### config.mk
export PLATFORM = sky130hd
export DESIGN_NAME = hmac_drbg_seed_loader
export DESIGN_NICKNAME = d
export VERILOG_FILES = /design/src/rtl/hmac_drbg_seed_loader_pkg.sv /design/src/rtl/hmac_drbg_rct.sv /design/src/rtl/hmac_drbg_seed_loader.sv
export SDC_FILE = /design/constraint.sdc
export NUM_CORES = 1
export LEC_CHECK = 0
export ABC_AREA = 1
export BUFFER_PORTS_ARGS = -buffer_cell sky130_fd_sc_hd__buf_2
export CORE_MARGIN = 5
export CORE_UTILIZATION = 35
export CTS_CLUSTER_DIAMETER = 80
export DETAILED_ROUTE_END_ITERATION = 16
export PLACE_DENSITY = 0.64
export SKIP_CTS_REPAIR_TIMING = 1
export SYNTH_ARGS = -nofsm -noshare
export SYNTH_HDL_FRONTEND = slang
export SYNTH_SLANG_ARGS = --single-unit
### constraint.sdc
create_clock -name clk -period 2.2 [get_ports clk]
set_input_delay 0.22 -clock clk [delete_from_list [all_inputs] [get_ports clk]]
set_output_delay 0.22 -clock clk [all_outputs]
set_load 0.01 [all_outputs]
### src/rtl/hmac_drbg_seed_loader_pkg.sv
// Shared types and constants for the DRBG seed loader.
// Default sizes track the hmac_drbg seed width.
package hmac_drbg_seed_loader_pkg;

  localparam int SEED_LENGTH_DEF = 384;
  localparam int WORD_W_DEF      = 32;
  localparam int SEED_WORDS      = SEED_LENGTH_DEF / WORD_W_DEF;

  localparam int RCT_CUTOFF_MIN  = 2;
  localparam int RCT_CUTOFF_MAX  = 15;

  localparam int WAIT_LOW_CYCLES = 4;

  typedef enum logic [2:0] {
    ST_IDLE,
    ST_COLLECT,
    ST_ARM,
    ST_INIT,
    ST_WAIT_LOW,
    ST_WAIT_DONE,
    ST_ERROR
  } state_t;

endpackage

### src/rtl/hmac_drbg_rct.sv
// Repetition-count health test on accepted entropy words.
// fail flags the word that brings the run length to the cutoff.
module hmac_drbg_rct
  import hmac_drbg_seed_loader_pkg::*;
#(
  parameter int WORD_W     = 32,
  parameter int RCT_CUTOFF = 3
) (
  input  logic              clk,
  input  logic              reset_n,
  input  logic              clear,
  input  logic              accept,
  input  logic [WORD_W-1:0] data,
  output logic              fail
);

  localparam int CNT_W = $clog2(RCT_CUTOFF_MAX + 1);
  localparam logic [CNT_W-1:0] CUT = CNT_W'(RCT_CUTOFF);

  logic [WORD_W-1:0] prev;
  logic [CNT_W-1:0]  rep;
  logic [CNT_W-1:0]  rep_next;

  // rep == 0 means no word seen yet in this collection
  always_comb begin
    rep_next = CNT_W'(1);
    if (rep != '0 && data == prev) begin
      rep_next = (rep == '1) ? rep : rep + 1'b1;
    end
  end

  assign fail = accept && (rep_next >= CUT);

  always_ff @(posedge clk or negedge reset_n) begin
    if (!reset_n) begin
      prev <= '0;
      rep  <= '0;
    end else if (clear) begin
      prev <= '0;
      rep  <= '0;
    end else if (accept) begin
      prev <= data;
      rep  <= rep_next;
    end
  end

endmodule

### src/rtl/hmac_drbg_seed_loader.sv
// Collects TRNG words into a seed and launches hmac_drbg.
// Seed is held stable from ARM until the DRBG reports done.
module hmac_drbg_seed_loader
  import hmac_drbg_seed_loader_pkg::*;
#(
  parameter int SEED_LENGTH = SEED_LENGTH_DEF,
  parameter int WORD_W      = WORD_W_DEF,
  parameter int RCT_CUTOFF  = 3
) (
  input  logic                   clk,
  input  logic                   reset_n,
  input  logic                   req,
  input  logic                   zeroize,
  input  logic                   ent_valid,
  input  logic [WORD_W-1:0]      ent_data,
  output logic                   ent_ready,
  input  logic                   drbg_ready,
  output logic                   drbg_init,
  output logic [SEED_LENGTH-1:0] seed,
  output logic                   seed_valid,
  output logic                   busy,
  output logic                   health_fail
);

  localparam int N = SEED_LENGTH / WORD_W;

  state_t state;
  state_t state_next;

  logic [3:0] word_cnt;
  logic [2:0] wait_cnt;
  logic       hs;
  logic       rct_fail;
  logic       last_word;
  logic [SEED_LENGTH-1:0] placed;

  assign hs        = ent_valid && (state == ST_COLLECT);
  assign last_word = (word_cnt == 4'(N - 1));

  // word k lands at the top minus k words
  assign placed = {ent_data, {(SEED_LENGTH - WORD_W){1'b0}}}
                  >> (int'(word_cnt) * WORD_W);

  hmac_drbg_rct #(
    .WORD_W     (WORD_W),
    .RCT_CUTOFF (RCT_CUTOFF)
  ) u_rct (
    .clk     (clk),
    .reset_n (reset_n),
    .clear   (zeroize || state == ST_IDLE),
    .accept  (hs && !zeroize),
    .data    (ent_data),
    .fail    (rct_fail)
  );

  always_comb begin
    state_next = state;
    if (zeroize) begin
      state_next = ST_IDLE;
    end else begin
      unique case (state)
        ST_IDLE: begin
          if (req) state_next = ST_COLLECT;
        end
        ST_COLLECT: begin
          if (hs && rct_fail) state_next = ST_ERROR;
          else if (hs && last_word) state_next = ST_ARM;
        end
        ST_ARM: begin
          if (drbg_ready) state_next = ST_INIT;
        end
        ST_INIT: state_next = ST_WAIT_LOW;
        ST_WAIT_LOW: begin
          if (!drbg_ready ||
              wait_cnt == 3'(WAIT_LOW_CYCLES - 1))
            state_next = ST_WAIT_DONE;
        end
        ST_WAIT_DONE: begin
          if (drbg_ready) state_next = ST_IDLE;
        end
        ST_ERROR: state_next = ST_ERROR;
        default:  state_next = ST_IDLE;
      endcase
    end
  end

  always_ff @(posedge clk or negedge reset_n) begin
    if (!reset_n) begin
      state    <= ST_IDLE;
      word_cnt <= '0;
      wait_cnt <= '0;
      seed     <= '0;
    end else begin
      state <= state_next;
      if (state_next == ST_IDLE || state_next == ST_ERROR) begin
        seed     <= '0;
        word_cnt <= '0;
      end else if (hs) begin
        seed     <= seed | placed;
        word_cnt <= word_cnt + 4'd1;
      end
      if (state == ST_WAIT_LOW) wait_cnt <= wait_cnt + 3'd1;
      else wait_cnt <= '0;
    end
  end

  assign ent_ready   = (state == ST_COLLECT);
  assign drbg_init   = (state == ST_INIT);
  assign busy        = (state != ST_IDLE);
  assign health_fail = (state == ST_ERROR);
  assign seed_valid  = (state == ST_ARM) || (state == ST_INIT) ||
                       (state == ST_WAIT_LOW) ||
                       (state == ST_WAIT_DONE);

endmodule

==> flow_metrics.tcl <==
set metrics [dict create \
    status "complete, but fails checks" \
    violations "negative setup slack" \
    placement.io_buffers 426 \
    synthesis.area_um2 19900 \
    total_clock_sinks 430 \
    worst-endpoint-required_ns 2.66 \
    globalRoute.totalOverflow 0 \
    postSynthRegisterBits 430 \
    finalWorstSetupSlack_ns -0.203 \
    design.final.nets 2424 \
    dr_total_vias 17700 \
    worst_setup_hold_path_clk_slew_ns 0.06 \
    worst-r2r-setup-slack_ns -0.20 \
    layout.filler_cells 5094 \
    core_area_um2 56300 \
    cp_slowest_cell "sky130_fd_sc_hd__dfrtp_2" \
    fp.dieH_um 248 \
    setup_total_negative_slack_ns -52.95 \
    post_drt_via_cell_ratio 5.58 \
    synthCells 1820 \
    timing.critical_path.from_type "flop" \
    setup_repair_after_global_routing_missed_its_margin "yes" \
    p_per_area_nw_per_um2 660 \
    wire_length_of_the_first_global_routing_pass_um 109000 \
    clock_power_share_pct 45.5 \
    power.static_leakage_nw 12.4 \
    peak_fanout_along_the_critical_path 8 \
    finalHoldViolCount 0 \
    power.switching_fraction_pct 25.9 \
    total_power_w 0.0177 \
    crit_chain "inv_2 -> ha_4 -> nand3_2 -> nand3_2 -> nor2_1 -> nand2_1 -> nor2_2 -> o211ai_1 -> nand2_1 -> nand2_4 -> nand2_4 -> nand3_4 -> nand2_8 -> buf_16 -> buf_12 -> clkbuf_16 -> a21oi_2" \
    floorplan.initialDensity_pct 35.3 \
    layout.cells.non_filler 3177 \
    antenna_found_initial 2 \
    p_seq_share_pct 45.1 \
    maximum_number_of_pins_on_one_net_before_global_route_repair 132 \
    clock-skew-final_ns 0.0258 \
    cp.arrival_ns 2.87 \
    numCtsBuffers 50 \
    place_hpwl_um 50600 \
    cp.buffers_inverters 4 \
    ys_seq_area_share_pct 54.1 \
    vias_in_the_first_global_route 17100 \
    timing_worst_slew_pin_value_ns 0.757 \
    timing.final.setup_violations 389 \
    yosys.cell_types.count 34 \
    switchingPower_w 0.00458 \
    gr-usage-all-layers_pct 23.3 \
    drt-wirelength-per-cell_um 24.8 \
    fin_crit_ns 2.40 \
    drive_gt1_share_pct 48.0 \
    cp_endpoint_kind "flop" \
    globalplace.congestion 0.843 \
    clock-root-buffer "sky130_fd_sc_hd__clkbuf_16" \
    yosysWarnings 0 \
    mostFrequentLayoutCell "sky130_fd_sc_hd__dfrtp_1" \
    ant_nets 0 \
    fmax_ghz 0.416 \
    path_class "reg2reg" \
    share_of_power_burned_in_combinational_logic_pct 9.4 \
    first_pass_iters 5 \
    holdCritPathClass "in2reg" \
    tritoncts "built" \
    placement_stage_worst_setup_slack_ns -0.316 \
    critPathMaxStageDelay_ns 0.43 \
    clockBufferDepth 3 \
    drt_first_iter_violations 1693 \
    final_min_period_over_clock_period_pct 109 \
    most-common-layout-cells "426 x sky130_fd_sc_hd__dfrtp_1, 425 x sky130_fd_sc_hd__buf_2, 329 x sky130_fd_sc_hd__a21oi_1, 318 x sky130_fd_sc_hd__a21oi_2, 166 x sky130_fd_sc_hd__buf_4" \
    layout-area-overhead-vs-synth_pct 34.8 \
    drv_slew 0 \
    drt_drc_violations_left 0 \
    clk-insertion-delay-late_ns 0.60 \
    path_delay_family "simple AND/OR/NAND/NOR gates" \
    die_w_um 248 \
    placement_rows 87 \
    power.ir.vdd_worst_v 0.000506 \
    worst_slew_margin_rel_pct 49.5 \
    routed_wire_length_um 78700 \
    drv.max_cap_violation_count 0 \
    area_of_the_die_um2 61700 \
    synth_nets 1863 \
    power_report.internal_total_w 0.0131 \
    ios 427 \
    place.detailed.instances 3028 \
    htree_num_levels 2 \
    syn_area_per_cell_um2 10.9 \
]
[cell usage after synthesis, drive strengths merged]
library cell / n / share of area [%]
a2111oi: 1 / 0.044
a21oi: 647 / 22
a31oi: 32 / 1.0
a41oi: 96 / 4.2
buf: 85 / 5.6
clkbuf: 111 / 2.1
clkinv: 1 / 0.019
dfrtp: 430 / 54
ha: 5 / 0.31
inv: 86 / 1.6
nand2: 87 / 1.7
nand3: 11 / 0.30
nand4: 6 / 0.19
nor2: 28 / 0.54
nor3: 41 / 1.1
nor3b: 1 / 0.038
nor4: 98 / 3.1
o211ai: 2 / 0.10
o21ai: 8 / 0.20
o22ai: 32 / 1.0
xnor2: 6 / 0.26
xor2: 6 / 0.26
[layer usage]
layer,global-route usage (%),wire [µm],vias to the layer above
met1,30.3,31100,8962
met3,6.53,6710,177
li1,-,-,7795
met4,10.5,3940,0
met5,0,0,-
met2,36.6,37000,787
[path summary, 6_finish.rpt]
| path | cells after the start | start | end |
|---|---|---|---|
| hold / removal | 4 | ent_data[7] | seed[135]$_DFFE_PN0P_ |
| hold reg to reg | 1 | wait_cnt[0]$_DFF_PN0_ | wait_cnt[0]$_DFF_PN0_ |
| min in group asynchronous | 2 | reset_n | seed[107]$_DFFE_PN0P_ |
| max in group asynchronous | 3 | reset_n | seed[220]$_DFFE_PN0P_ |
| setup reg to reg | 17 | u_rct.rep[0]$_DFFE_PN0P_ | seed[290]$_DFFE_PN0P_ |
| setup / recovery | 17 | u_rct.rep[0]$_DFFE_PN0P_ | seed[290]$_DFFE_PN0P_ |
[through the flow]
step / area (µm²) / hold slack (ns) / util, %
after floorplan: 19900 / -0.0756 / -
after global routing: 26800 / 0.0972 / 47.6
after global placement: 23800 / 0.259 / 42.3
after CTS: 25400 / -0.363 / 45.1
after detailed placement: 23800 / 0.268 / 42.3
final: 26800 / 0.0965 / 47.6
[state kept, by name, summed over array words and instances, names as in the netlist]
signal	count
seed	384
u_rct.prev	32
u_rct.rep	4
word_cnt	4
state	3
wait_cnt	3
[worst min-delay path, stage by stage]
cell and delay (ns):
sky130_fd_sc_hd__buf_2 0.10, sky130_fd_sc_hd__buf_4 0.13, sky130_fd_sc_hd__a31oi_1 0.09, sky130_fd_sc_hd__a21oi_2 0.09
[kinds of logic (layout without fill, tap and decap cells)]
family | after synthesis | after routing | share of synthesized area [%]
AOI/OAI and AO/OA | 818 | 818 | 28.7
xor gates and xnor gates | 12 | 12 | 0.529
adders and majority gates | 5 | 5 | 0.315
buffers and inverters | 283 | 881 | 9.35
DFF | 430 | 430 | 54.1
other | 0 | 3 | 0
and+or+nand+nor | 272 | 272 | 6.94
[cell type report]
class                      count  area, µm²  area share (%)
sequential                   430      10800            40.2
multi-input combinational   1107       7460            27.9
timing repair buffer         705       5700            21.3
clock buffer                  74       1430            5.34
tap                          756        946            3.53
inverter                      87        333            1.24
clock inverter                15        140           0.523
antenna                        3       7.51          0.0280
[power by group through the flow]
stage | Sequential, W | Clock, W | Combinational (W)
final | 0.00797 | 0.00805 | 0.00167
after global routing | 0.00797 | 0.00853 | 0.00177
after CTS | 0.00797 | 0.00818 | 0.00152
after detailed placement | 0.00811 | 0 | 0.00151
after global placement | 0.00811 | 0 | 0.00149
after floorplan | 0.00811 | 0 | 0.000789
Note: power is estimated with default switching activity, not from simulation.
